`config.mk`:
```
export PLATFORM = sky130hd
export DESIGN_NAME = adc_sample_averager
export DESIGN_NICKNAME = d
export VERILOG_FILES = /design/src/rtl/adc_avg_pkg.sv /design/src/rtl/ready_edge_detect.sv /design/src/rtl/adc_sample_averager.sv
export SDC_FILE = /design/constraint.sdc
export NUM_CORES = 1
export LEC_CHECK = 0
export BUFFER_PORTS_ARGS = -buffer_cell sky130_fd_sc_hd__clkbuf_2
export CAP_MARGIN = 20
export CORE_MARGIN = 8
export CORE_UTILIZATION = 50
export DETAILED_ROUTE_END_ITERATION = 7
export PLACE_DENSITY = 0.71
export SETUP_SLACK_MARGIN = 0.5
export SYNTH_ARGS = -nofsm -noshare
export SYNTH_HDL_FRONTEND = slang
export SYNTH_SLANG_ARGS = --single-unit
```
`constraint.sdc`:
```
create_clock -name clk -period 7.9 [get_ports clk]
set_clock_uncertainty 0.15 [all_clocks]
set_input_delay 0.395 -clock clk [delete_from_list [all_inputs] [get_ports clk]]
set_output_delay 0.395 -clock clk [all_outputs]
set_load 0.005 [all_outputs]
```
`src/rtl/adc_avg_pkg.sv`:
```
// Shared types, widths and the rounding helper for the ADC sample averager.
package adc_avg_pkg;

    typedef enum logic [0:0] {
        ST_ACCUM = 1'b0,
        ST_HOLD  = 1'b1
    } state_t;

    localparam int BLOCK_CNT_W = 16;

    // Round-half-up right shift; a zero shift passes the sum through untouched.
    function automatic logic [31:0] round_shift(input logic [31:0] sum, input int unsigned shift);
        logic [31:0] half;
        half = (shift == 0) ? 32'd0 : (32'd1 << (shift - 1));
        return (sum + half) >> shift;
    endfunction

endpackage

```
`src/rtl/ready_edge_detect.sv`:
```
// Rising-edge detector for the SAR ready level. The delay flop resets high so a
// level that is already asserted when reset releases does not look like an edge.
module ready_edge_detect (
    input  logic clk,
    input  logic reset,
    input  logic level,
    output logic rise
);

    logic level_d_reg;

    always_ff @(posedge clk) begin
        if (reset) begin
            level_d_reg <= 1'b1;
        end else begin
            level_d_reg <= level;
        end
    end

    assign rise = level & ~level_d_reg;

endmodule

```
`src/rtl/adc_sample_averager.sv`:
```
// Accumulates 2^LOG2_SAMPLES ADC samples per block and publishes the rounded
// average, minimum and maximum of each completed block with a one-cycle strobe.
module adc_sample_averager
    import adc_avg_pkg::*;
#(
    parameter int RAMP_WIDTH   = 8,
    parameter int LOG2_SAMPLES = 4
) (
    input  logic                   clk,
    input  logic                   reset,
    input  logic [RAMP_WIDTH-1:0]  adc_code,
    input  logic                   adc_ready,
    input  logic                   freeze,
    input  logic                   clear,
    output logic [RAMP_WIDTH-1:0]  avg_code,
    output logic [RAMP_WIDTH-1:0]  min_code,
    output logic [RAMP_WIDTH-1:0]  max_code,
    output logic                   avg_valid,
    output logic [BLOCK_CNT_W-1:0] block_cnt
);

    localparam int N     = 1 << LOG2_SAMPLES;
    localparam int CNT_W = (LOG2_SAMPLES == 0) ? 1 : LOG2_SAMPLES;
    localparam int ACC_W = RAMP_WIDTH + LOG2_SAMPLES;
    localparam logic [CNT_W-1:0]      LAST_CNT  = CNT_W'(N - 1);
    localparam logic [RAMP_WIDTH-1:0] CODE_ONES = '1;

    state_t                   state_reg, state_next;
    logic [ACC_W-1:0]         acc_reg, acc_next;
    logic [CNT_W-1:0]         smp_cnt_reg, smp_cnt_next;
    logic [RAMP_WIDTH-1:0]    run_min_reg, run_min_next;
    logic [RAMP_WIDTH-1:0]    run_max_reg, run_max_next;
    logic [RAMP_WIDTH-1:0]    avg_reg, avg_next;
    logic [RAMP_WIDTH-1:0]    min_reg, min_next;
    logic [RAMP_WIDTH-1:0]    max_reg, max_next;
    logic                     valid_reg, valid_next;
    logic [BLOCK_CNT_W-1:0]   block_cnt_reg, block_cnt_next;

    logic                     rise;
    logic                     accept;
    logic                     block_done;
    logic [ACC_W-1:0]         block_sum;
    logic [RAMP_WIDTH-1:0]    min_incl;
    logic [RAMP_WIDTH-1:0]    max_incl;

    ready_edge_detect u_edge (
        .clk   (clk),
        .reset (reset),
        .level (adc_ready),
        .rise  (rise)
    );

    assign accept     = rise & ~freeze & ~clear & (state_reg == ST_ACCUM);
    assign block_done = accept & (smp_cnt_reg == LAST_CNT);
    // The accumulator is sized so N full-scale codes cannot overflow it.
    assign block_sum  = acc_reg + ACC_W'(adc_code);
    assign min_incl   = (adc_code < run_min_reg) ? adc_code : run_min_reg;
    assign max_incl   = (adc_code > run_max_reg) ? adc_code : run_max_reg;

    always_comb begin
        state_next = state_reg;
        case (state_reg)
            ST_ACCUM: if (freeze)  state_next = ST_HOLD;
            ST_HOLD:  if (!freeze) state_next = ST_ACCUM;
            default:  state_next = ST_ACCUM;
        endcase
    end

    always_comb begin
        acc_next       = acc_reg;
        smp_cnt_next   = smp_cnt_reg;
        run_min_next   = run_min_reg;
        run_max_next   = run_max_reg;
        avg_next       = avg_reg;
        min_next       = min_reg;
        max_next       = max_reg;
        valid_next     = 1'b0;
        block_cnt_next = block_cnt_reg;

        if (clear || block_done) begin
            acc_next     = '0;
            smp_cnt_next = '0;
            run_min_next = CODE_ONES;
            run_max_next = '0;
        end else if (accept) begin
            acc_next     = block_sum;
            smp_cnt_next = smp_cnt_reg + CNT_W'(1);
            run_min_next = min_incl;
            run_max_next = max_incl;
        end

        if (block_done) begin
            avg_next       = RAMP_WIDTH'(round_shift(32'(block_sum), LOG2_SAMPLES));
            min_next       = min_incl;
            max_next       = max_incl;
            valid_next     = 1'b1;
            block_cnt_next = block_cnt_reg + BLOCK_CNT_W'(1);
        end
    end

    always_ff @(posedge clk) begin
        if (reset) begin
            state_reg     <= ST_ACCUM;
            acc_reg       <= '0;
            smp_cnt_reg   <= '0;
            run_min_reg   <= CODE_ONES;
            run_max_reg   <= '0;
            avg_reg       <= '0;
            min_reg       <= '0;
            max_reg       <= '0;
            valid_reg     <= 1'b0;
            block_cnt_reg <= '0;
        end else begin
            state_reg     <= state_next;
            acc_reg       <= acc_next;
            smp_cnt_reg   <= smp_cnt_next;
            run_min_reg   <= run_min_next;
            run_max_reg   <= run_max_next;
            avg_reg       <= avg_next;
            min_reg       <= min_next;
            max_reg       <= max_next;
            valid_reg     <= valid_next;
            block_cnt_reg <= block_cnt_next;
        end
    end

    assign avg_code  = avg_reg;
    assign min_code  = min_reg;
    assign max_code  = max_reg;
    assign avg_valid = valid_reg;
    assign block_cnt = block_cnt_reg;

endmodule

```
### Yosys cells after proc, flatten, opt, wreduce, memory -nomap -nowiden

Index checks and enable logic that the tools add are counted.

* bits of input ports: 13
* output and inout port bits: 41
* logic and storage cells: 33
* register bits after elaboration: 75

* bitwise operators: 9
* magnitude comparators: 2
* reductions and logical operators: 2
* mux-type cells: 4
* equality and inequality tests: 1
* add/sub/neg operators: 4

Operators with widths (number)
* $add A16 B1 Y16 const B: 1
* $mux W8: 2
* $add A12 B4 Y12 const B: 1
* $add A12 B8 Y12: 1
* $gt A8 B8 Y1: 1
* $lt A8 B8 Y1: 1
* $and A1 B1 Y1: 5
* $add A4 B1 Y4 const B: 1
* $eq A4 B4 Y1 const B: 1
* $not A1 Y1: 4
* $mux W1: 2
* $reduce_or A2 Y1: 1
* $logic_or A1 B1 Y1: 1

### Longest topological paths before layout

Gate-level depths: netlist of the first run.

* depth in word-level cells: 8
* mapped depth: 12
* gate-level depth less buffers: 12

### Modules after synthesis

Synthesis of the first run repeated with hierarchy kept, for this count alone.

* cells, all modules: 454
* area, all modules: 3957.5 µm²

Modules (own cells, without submodules)
* adc_sample_averager: area each 3925.0 µm², cells each 451, seq. area each 1481.4 µm², times used 1
* ready_edge_detect: area each 32.5 µm², cells each 3, seq. area each 20.0 µm², times used 1

### Worst setup path before layout of the first run

Ideal clock, no wire load.

* path type: input to register
* from: input adc_code[0]
* to: register avg_reg[6], in the netlist avg_code[6]
* buffers on the path: 0
* arrival: 2.533 ns
* stages on the path: 10
* library setup time: 0.062 ns
* path slack: 5.155 ns
* data required time: 7.688 ns
* path through: ha_1 inv_1 fa_1 nand2b_1 a21o_1 a211oi_1 nor2_1 and2_1 a2111o_1 nand3_1

* word-level cells in the longest chain between the ends: 2

RTL lines
* start, declared: RTL line adc_sample_averager.sv:11 `input logic [RAMP_WIDTH-1:0] adc_code,`
* $add A12 B8 Y12: RTL line adc_sample_averager.sv:56 `assign block_sum = acc_reg + ACC_W'(adc_code);`
* $add A12 B4 Y12: RTL line adc_avg_pkg.sv:15 `return (sum + half) >> shift;`
* end signal, assigned: RTL line adc_sample_averager.sv:119 `avg_reg <= avg_next;`
* end, declared: RTL line adc_sample_averager.sv:33 `logic [RAMP_WIDTH-1:0] avg_reg, avg_next;`

No other way between the ends.
A chain may end at the register's enable or synchronous reset.

### Worst setup path in the final report of the first run

* from: register state_reg
* to: register block_cnt_reg[13], in the netlist block_cnt[13]

* word-level cells in the longest chain between the ends: 3

RTL lines
* start, declared: RTL line adc_sample_averager.sv:28 `state_t state_reg, state_next;`
* start signal, assigned: RTL line adc_sample_averager.sv:114 `state_reg <= state_next;`
* $not A1 Y1
* $and A1 B1 Y1: RTL line adc_sample_averager.sv:53 `assign accept = rise & ~freeze & ~clear & (state_reg == ST_ACCUM);`
* $and A1 B1 Y1: RTL line adc_sample_averager.sv:54 `assign block_done = accept & (smp_cnt_reg == LAST_CNT);`
* end signal, assigned: RTL line adc_sample_averager.sv:123 `block_cnt_reg <= block_cnt_next;`
* end, declared: RTL line adc_sample_averager.sv:37 `logic [BLOCK_CNT_W-1:0] block_cnt_reg, block_cnt_next;`

No other way between the ends.

==> flow_summary.ini, run 1 <==
[floorplanning]
die_w_um = 105
die-area_sq_mm = 0.0110
io_pins = 54
core_sq_mm = 0.00769
start_util = 0.515
die_height_um = 105
fp-row-count = 32

[placement]
placed_cell_area_sq_mm = 0.00427
portBuffers = 53
dp.final_hpwl_um = 6350
routabilityCongestion = 0.813

[critical_path]
critical_path_class = reg -> reg
cpPeakStageDelay_ns = 0.66
crit_required_ns = 8.01
crit_path_end = block_cnt[13]$_SDFFE_PP0P_
cp_max_fo = 20
crit_slowest_cell = and2_1
path_buf_inv = 0
start_kind = flip-flop
crit_path_end_kind = flip-flop
r2r_cells = 7
crit_chain = nor4b_2 > and2_1 > nand2_1 > nor3_2 > nand2_1 > or3_1 > a21oi_1
crit_path_start = state_reg$_SDFF_PP0_
r2r_end = block_cnt[13]$_SDFFE_PP0P_
r2r_slack_ns = 4.87
reg2reg_from = state_reg$_SDFF_PP0_
path_depth = 7
cpMostUsedCell = nand2_1
crit_arrival_ns = 3.14
cpLargestDelayFamily = simple AND/OR/NAND/NOR gates

[yosys]
yosysTopAreaCell = dfxtp_1
synth_cell_types = 55
syn-cell-area_sq_mm = 0.00396
yosysMostFrequentCell = dfxtp_1
synth_ff_type = dfxtp_1
ys_ff_latch = 75
synth_area_leaders = dfxtp_1 (38%), ha_1 (8.2%), nor2_1 (4.9%)
synth_commonest_cells = dfxtp_1 (75), nor2_1 (52), nand2_1 (42)
syn_inst = 448
yosysSeqAreaShare = 0.379
synth.avg_cell_area_sq_um = 8.84
synth_top_area_share = 0.379
yosysWarnings = 0
ys_async_sr_fraction = 0
synth_edf_count = 0
synth_nets = 488

[power]
power_frac_comb = 0.077
seq_power_share = 0.549
p_clk_frac = 0.374
vdd_drop_max_mv = 0.0632
internal_power_uw = 512
p_sw_uw = 179
power_density_mw_per_mm2 = 154
swShare = 0.259
p_leak_nw = 1.80

[detailed_routing]
antenna_left = 0
routed_via_density = 5.47
routedWlPerCell_um = 14.7
vias = 3291
route.detailed.drc = 0
drt_iter0_drc = 218
first_pass_iters = 4
wl_um = 8830

[hold_path]
hp-class = in -> reg

[cts]
clockBufferDepth = 2
cts_tree = done
root_buffer = clkbuf_8
clock_sinks = 75
postCtsResizedCells = 0
cts_hold_buf = 0
h-tree-depth = 3
numCtsBuffers = 9
clk_latency_ns = 0.34
path_clk_slew_ns = 0.08
cts_setup_buffers = 0

[grt]
grt_first_pass_wirelength_um = 15500
first_global_vias = 3202
antenna_found_initial = 0
grt_max_degree = 48
grt_overflow = 0
grt.total_usage = 0.167

[sta]
fmax_ghz = 0.330
fin_crit_ns = 3.03
holdWs_ns = 0.0990
setup_viol = 0
slew_violations = 0
period_share = 0.383
hold_viol = 0
rsz0062_at_grt = no
relSlewSlack = 0.363
setup_tns_ns = 0
worstMarginPinSlew_ns = 0.953

[cells_and_area]
fillers = 692
finish.instance_area_sq_mm = 0.00449
area_delta_synth_final_pct = 13.3
final_util = 0.584
nNetsFinal = 535
diodes = 0
largest_reg_flops = 16
drive_gt1_frac = 0.186

[flow_run]
max-cap-violations = 0

[outcome]
outcome = completed
## power groups by stage
stage                     logic (mW)  clock network (mW)  registers [mW]
final                         0.0535               0.259           0.379
after floorplan               0.0355                   0           0.388
after detailed placement      0.0510                   0           0.388
after global routing          0.0597               0.282           0.380
after CTS                     0.0512               0.267           0.379
after global placement        0.0500                   0           0.388
## area by class of cell
type                    instances  area (sq um)  share of cell area
flip-flops and latches         75          1500               0.335
well taps                     102           128              0.0284
clock inverters                 6          41.3             0.00920
inverters                      20          75.1              0.0167
multi-input cells             332          2300               0.512
clock buffers                  10           128              0.0284
repair buffers                 57           319              0.0711
## how the worst min path moves through the flow
| stage | from | endpoint | slack [ns] | cells past startpoint |
|---|---|---|---|---|
| global placement | acc_reg[2]$_SDFFE_PP0P_ | acc_reg[2]$_SDFFE_PP0P_ | 0.29 | 2 |
| floorplan | acc_reg[2]$_SDFFE_PP0P_ | acc_reg[2]$_SDFFE_PP0P_ | 0.29 | 2 |
| CTS | adc_ready | u_edge.level_d_reg$_SDFF_PP1_ | 0.08 | 2 |
| global route | adc_ready | u_edge.level_d_reg$_SDFF_PP1_ | 0.09 | 2 |
| detailed placement | acc_reg[2]$_SDFFE_PP0P_ | acc_reg[2]$_SDFFE_PP0P_ | 0.30 | 2 |
| finish | adc_ready | u_edge.level_d_reg$_SDFF_PP1_ | 0.1 | 2 |
## per-stage QoR
step / setup WS [ns] / instances / total power [mW]
final: 4.87 / 602 / 0.692
after global routing: 4.56 / 602 / 0.722
after CTS: 4.81 / 599 / 0.698
after detailed placement: 4.56 / 583 / 0.439
after global placement: 4.70 / 583 / 0.438
after floorplan: 5.16 / 448 / 0.424
## placed cells by master (no fill, tap or decap), drive strengths merged, types with 2 or more instances in the layout
cell | synthesis | layout
dfxtp | 75 | 75
clkbuf | 15 | 63
nor2 | 53 | 53
nand2 | 42 | 42
ha | 26 | 26
a21oi | 26 | 26
a211oi | 24 | 24
inv | 20 | 21
nand3 | 16 | 16
xnor2 | 16 | 16
xor2 | 16 | 16
mux2i | 14 | 14
nor3 | 13 | 13
nand4 | 9 | 9
a21o | 8 | 8
o31ai | 8 | 8
a31oi | 6 | 6
o21ai | 6 | 6
and3 | 5 | 5
o211ai | 5 | 5
nand2b | 4 | 4
and2 | 4 | 4
buf | 6 | 4
or3 | 3 | 3
o21a | 3 | 3
nor2b | 3 | 3
clkinvlp | 0 | 3
or2 | 2 | 2
a2111o | 2 | 2
a2111oi | 2 | 2
and4 | 2 | 2
clkinv | 0 | 2
nor3b | 2 | 2
## layer usage
layer  vias up  global-route usage  routed length [um]
li1       1696                   -                   -
met4         0              0.0846                 155
met3        13              0.0424                 604
met2        80               0.265                4090
met1      1502               0.205                3970
met5         -                   0                   0
## cell families after synthesis
kind of cell | after synthesis | synth area share
adders and majority gates | 27 | 0.0872
xor gates and xnor gates | 32 | 0.0764
buffers and inverters | 41 | 0.0414
AOI/OAI and AO/OA | 96 | 0.175
muxes | 15 | 0.0382
and+or+nand+nor | 162 | 0.203
DFF | 75 | 0.379
No activity file was read; power rests on OpenSTA's default activity.
==> inputs of run 2 (changes only) <==
--- a/config.mk
+++ b/config.mk
@@ -5,12 +5,13 @@
 export SDC_FILE = /design/constraint.sdc
 export NUM_CORES = 1
 export LEC_CHECK = 0
+export ABC_AREA = 1
 export BUFFER_PORTS_ARGS = -buffer_cell sky130_fd_sc_hd__clkbuf_2
 export CAP_MARGIN = 20
 export CORE_MARGIN = 8
 export CORE_UTILIZATION = 50
 export DETAILED_ROUTE_END_ITERATION = 7
-export PLACE_DENSITY = 0.71
+export PLACE_DENSITY = 0.73
 export SETUP_SLACK_MARGIN = 0.5
 export SYNTH_ARGS = -nofsm -noshare
 export SYNTH_HDL_FRONTEND = slang
==> constraint.sdc (replaced) <==
create_clock -name clk -period 2.44 [get_ports clk]
set_clock_uncertainty 0.15 [all_clocks]
set_input_delay 0.122 -clock clk [delete_from_list [all_inputs] [get_ports clk]]
set_output_delay 0.122 -clock clk [all_outputs]
set_load 0.005 [all_outputs]
==> run 2 against run 1 <==
Non-clock buffer count is 30 higher. Sequential cell count did not move. Die area increased by 6.8%. Largest power group unchanged. Highest routed layer unchanged.
==> flow_summary.ini, run 2 <==
[floorplanning]
io_pins = 54
start_util = 0.518
die_w_um = 109
fp-row-count = 33
die_height_um = 109
die-area_sq_mm = 0.0118
core_sq_mm = 0.00826

[sta]
relSlewSlack = 0.597
fmax_ghz = 0.435
setup_tns_ns = 0
slew_violations = 0
rsz0062_at_grt = yes
setup_viol = 0
worstMarginPinSlew_ns = 0.604
period_share = 0.943
fin_crit_ns = 2.30
hold_viol = 0
fin_ws_ns = 0.140

[power]
vdd_drop_max_mv = 0.245
power_density_mw_per_mm2 = 448
finalPower_mw = 2.47
p_leak_nw = 2.72

[yosys]
ys_ff_latch = 75
yosysSeqAreaShare = 0.351
yosysMostFrequentCell = nand2_1
ys_async_sr_fraction = 0
synth_area_leaders = dfxtp_1 (35%), nand2_1 (13%), inv_1 (9.9%)
synth.avg_cell_area_sq_um = 6.66
yosysTopAreaCell = dfxtp_1
synth_ff_type = dfxtp_1
synth_top_area_share = 0.351
yosysWarnings = 0
synth_edf_count = 0
synth_commonest_cells = nand2_1 (145), inv_1 (113), dfxtp_1 (75)
synth_cell_types = 31
synth_nets = 683
syn-cell-area_sq_mm = 0.00428
syn_inst = 643

[critical_path]
crit_arrival_ns = 2.39
r2r_cells = 15
crit_required_ns = 2.53
critical_path_class = reg -> reg
crit_path_end_kind = flip-flop
cp_max_fo = 4
start_kind = flip-flop
r2r_slack_ns = 0.14
r2r_end = avg_code[1]$_SDFFE_PP0P_
reg2reg_from = acc_reg[0]$_SDFFE_PP0P_

[outcome]
outcome = completed

[cts]
clk_latency_ns = 0.35
root_buffer = clkbuf_8
h-tree-depth = 3
path_clk_slew_ns = 0.09
clockBufferDepth = 2
cts_tree = done
clock_sinks = 75
numCtsBuffers = 9

[cells_and_area]
drive_gt1_frac = 0.262
nNetsFinal = 764
final_common_cell = nand2_1
final_cell_mix = nand2_1 (122), inv_1 (107), dfxtp_1 (64)
diodes = 0
largest_reg_flops = 16
finalNonFillerCells = 834
fillers = 712
area_delta_synth_final_pct = 28.7
finish.instance_area_sq_mm = 0.00551

[hold_path]
hp-start = clear
hp-class = in -> reg
min_to = avg_valid$_SDFF_PP0_
hold_depth = 4

[grt]
grt_overflow = 0
grt_max_degree = 26
antenna_found_initial = 0
first_global_vias = 3918
grt_first_pass_wirelength_um = 17800
grt.total_usage = 0.184

[placement]
portBuffers = 53
routabilityCongestion = 0.928
dp.final_hpwl_um = 7770
placed_cell_area_sq_mm = 0.00471
pre_cts_slack_ns = 0.0739
dp_cells = 793

[detailed_routing]
antenna_left = 0
route.detailed.drc = 0
routedWlPerCell_um = 13.6
wl_um = 11400
drt_iter0_drc = 285
first_pass_iters = 5
vias = 4373
routed_via_density = 5.24

[flow_run]
max-cap-violations = 0
-- run 2: per-stage QoR --
step	hold slack, ns	util
after floorplan	0.0786	-
after global placement	0.178	0.571
after detailed placement	0.181	0.571
after CTS	0.105	0.619
after global routing	0.135	0.667
final	0.0970	0.667
-- run 2: final cells by class --
type / count / area (sq um) / share of cell area
Clock buffer: 10 / 138 / 0.0250
Clock inverter: 6 / 65.1 / 0.0118
Inverter: 116 / 438 / 0.0795
Tap cell: 105 / 131 / 0.0238
Multi-Input combinational cell: 435 / 2660 / 0.483
Sequential cell: 75 / 1520 / 0.275
Timing Repair Buffer: 87 / 559 / 0.102
-- run 2: worst max-delay path, cell delays in order (launching register included) --
cell and delay, ns:
dfxtp_2 0.35, ha_4 0.13, inv_2 0.03, fa_2 0.36
inv_2 0.09, nand2_4 0.06, nand2_4 0.08, nand3_2 0.06
nand2_2 0.08, inv_2 0.06, ha_4 0.16, buf_4 0.13
buf_6 0.11, xor2_2 0.13, o21ai_1 0.15, inv_1 0.05
-- run 2: cells by family after synthesis --
group                    count (synthesis)  share of synthesized area
AO/OA/AOI/OAI                           98                      0.131
flip-flops                              75                      0.351
AND/OR/NAND/NOR                        303                      0.307
adder cells (fa/ha/maj)                 27                     0.0807
buffers and inverters                  134                      0.119
XOR/XNOR                                 6                     0.0123
-- run 2: metal layers --
metal,track usage,wire [um]
met1,0.239,5130
met2,0.295,5260
met3,0.0381,810
met4,0.0655,164
met5,0,0
-- run 2: worst max-delay path by stage --
stage	depth (start not counted)	end	from
floorplan	18	avg_code[7]$_SDFFE_PP0P_	acc_reg[0]$_SDFFE_PP0P_
global placement	18	avg_code[7]$_SDFFE_PP0P_	acc_reg[0]$_SDFFE_PP0P_
detailed placement	18	avg_code[7]$_SDFFE_PP0P_	acc_reg[0]$_SDFFE_PP0P_
CTS	18	avg_code[7]$_SDFFE_PP0P_	acc_reg[0]$_SDFFE_PP0P_
global route	18	avg_code[7]$_SDFFE_PP0P_	acc_reg[0]$_SDFFE_PP0P_
finish	15	avg_code[1]$_SDFFE_PP0P_	acc_reg[0]$_SDFFE_PP0P_
-- run 2: where the power goes --
part	switching (mW)	total, mW	internal (mW)
clock	0.495	0.996	0.501
combinational	0.153	0.242	0.0886
sequential	0.00354	1.23	1.23
total	0.652	2.47	1.82
-- run 2: what timing repair did --
item,CTS,global route
setup endpoints to repair,43,55
hold buffers,5,0
hold endpoints to repair,4,0
gates cloned,0,1
setup buffers,12,7
pin swaps,11,18
gates resized for setup,16,94
==> inputs of run 3 (changes only) <==
--- a/config.mk
+++ b/config.mk
@@ -6,12 +6,12 @@
 export NUM_CORES = 1
 export LEC_CHECK = 0
 export ABC_AREA = 1
-export BUFFER_PORTS_ARGS = -buffer_cell sky130_fd_sc_hd__clkbuf_2
 export CAP_MARGIN = 20
 export CORE_MARGIN = 8
 export CORE_UTILIZATION = 50
 export DETAILED_ROUTE_END_ITERATION = 7
-export PLACE_DENSITY = 0.73
+export DONT_BUFFER_PORTS = 1
+export PLACE_DENSITY = 0.68
 export SETUP_SLACK_MARGIN = 0.5
 export SYNTH_ARGS = -nofsm -noshare
 export SYNTH_HDL_FRONTEND = slang
==> run 3 against run 2 <==
The flow now finishes with violations (design-rule violations, negative hold slack). Maximum frequency up 3.3%. First-iteration DRC count up 5.6%. Global-route usage up 0.26 points. Register-to-register slack better by 0.07 ns. Routed wire length up 5.0%. Critical path depth up 1. Die area unchanged. Cell count down 4.8%. Clock power up 8%.
==> flow_summary.ini, run 3 (synthesis gave the netlist of run 2 again) <==
[placement]
dp.final_hpwl_um = 7570
placed_cell_area_sq_mm = 0.00444
portBuffers = 0
routabilityCongestion = 0.888
pre_cts_slack_ns = 0.0726
dp_cells = 737

[sta]
hold_viol = 22
fin_ws_ns = 0.213
setup_tns_ns = 0
period_share = 0.913
fin_crit_ns = 2.23
worstMarginPinSlew_ns = 0.615
holdWs_ns = -0.326
rsz0062_at_grt = yes
setup_viol = 0
relSlewSlack = 0.589
fmax_ghz = 0.449
slew_violations = 0

[cts]
h-tree-depth = 3
cts_hold_buf = 14
clockBufferDepth = 2
cts_tree = done
numCtsBuffers = 9
clk_latency_ns = 0.36
clock_sinks = 75
path_clk_slew_ns = 0.08
root_buffer = clkbuf_8

[cells_and_area]
drive_gt1_frac = 0.212
final_common_cell = nand2_1
finalNonFillerCells = 794
area_delta_synth_final_pct = 27.2
largest_reg_flops = 16
final_cell_mix = nand2_1 (128), inv_1 (107), dfxtp_1 (63)
finish.instance_area_sq_mm = 0.00545
nNetsFinal = 724
diodes = 0

[critical_path]
crit_required_ns = 2.56
critical_path_class = reg -> reg
crit_path_end = avg_code[5]$_SDFFE_PP0P_
start_kind = flip-flop
r2r_slack_ns = 0.21
crit_path_end_kind = flip-flop
reg2reg_from = acc_reg[0]$_SDFFE_PP0P_
crit_arrival_ns = 2.34
r2r_cells = 16
crit_path_start = acc_reg[0]$_SDFFE_PP0P_
r2r_end = avg_code[5]$_SDFFE_PP0P_
cp_max_fo = 4

[grt]
grt.met2_usage = 0.298
busiest_layer = met2
grt_max_degree = 45
use_met1 = 0.230
grt.total_usage = 0.187
first_global_vias = 3684
use_met3 = 0.0595
antenna_found_initial = 0
grt_overflow = 0
grt_first_pass_wirelength_um = 17600

[hold_path]
hp-class = in -> reg
hold_depth = 1

[power]
swShare = 0.250
seq_power_share = 0.488
p_clk_frac = 0.427
power_frac_comb = 0.084
internal_power_mw = 1.89
finalPower_mw = 2.52
vdd_drop_max_mv = 0.307
power_density_mw_per_mm2 = 463
p_sw_uw = 629
p_leak_nw = 2.55

[detailed_routing]
routedWlPerCell_um = 15.0
wl_um = 11900
routed_via_density = 5.36
drt_iter0_drc = 301
route.detailed.drc = 2
first_pass_iters = 8
antenna_left = 0
vias = 4259

[outcome]
violations = design-rule violations, negative hold slack
outcome = finished, violations left

[floorplanning]
die_height_um = 109
fp-row-count = 33
core_sq_mm = 0.00826
start_util = 0.518
die_w_um = 109
die-area_sq_mm = 0.0118
io_pins = 54

[flow_run]
max-cap-violations = 0
==> run 3: timing repair <==
action,in CTS,in global routing
setup buffers,12,10
pin swaps,9,26
setup endpoints to repair,38,53
endpoints found under the hold margin,52,22
gates cloned,1,4
gates resized for setup,13,104
==> run 3: how the worst min path moves through the flow <==
| stage | to | slack, ns | start |
|---|---|---|---|
| detailed placement | block_cnt[14]$_SDFFE_PP0P_ | 0.05 | reset |
| global placement | block_cnt[15]$_SDFFE_PP0P_ | 0.05 | reset |
| CTS | block_cnt[14]$_SDFFE_PP0P_ | -0.34 | reset |
| floorplan | u_edge.level_d_reg$_SDFF_PP1_ | 0.08 | adc_ready |
| finish | block_cnt[14]$_SDFFE_PP0P_ | -0.33 | reset |
| global route | block_cnt[14]$_SDFFE_PP0P_ | -0.35 | reset |
==> run 3: worst max-delay path: stages, from the launching register on <==
cell and delay [ns]:
dfxtp_2 0.35, ha_4 0.13, inv_2 0.03, fa_2 0.37
inv_2 0.08, nand2_2 0.07, nand2_4 0.08, nand2_2 0.05
nand2_2 0.06, nand2_2 0.06, inv_2 0.08, ha_4 0.15
nand3_4 0.10, o21ai_0 0.18, nand3_1 0.09, nand2_1 0.06
inv_1 0.03
==> run 3: per-stage QoR <==
stage                      util  hold slack (ns)
final                     0.660           -0.326
after global routing      0.660           -0.347
after floorplan               -           0.0786
after global placement    0.538           0.0472
after detailed placement  0.538           0.0494
after CTS                 0.597           -0.340
==> run 3: metal layers <==
metal	up-vias	wire length, um
met5	-	0
met3	20	911
met1	1973	5050
met2	114	5720
met4	0	256
li1	2152	-
==> run 3: cell type report <==
| class | count | area, sq um |
|---|---|---|
| sequential | 75 | 1520 |
| fill | 712 | 2810 |
| timing repair buffer | 47 | 487 |
| clock inverter | 6 | 87.6 |
| clock buffer | 10 | 128 |
| multi-input combinational | 435 | 2650 |
| tap | 105 | 131 |
| inverter | 116 | 445 |
==> run 3: power groups by stage <==
stage               clock, mW  combinational [mW]  sequential, mW
floorplan                   0               0.115            1.26
global placement            0               0.143            1.26
detailed placement          0               0.147            1.26
CTS                      1.08               0.175            1.23
global route             1.14               0.235            1.23
finish                   1.08               0.212            1.23
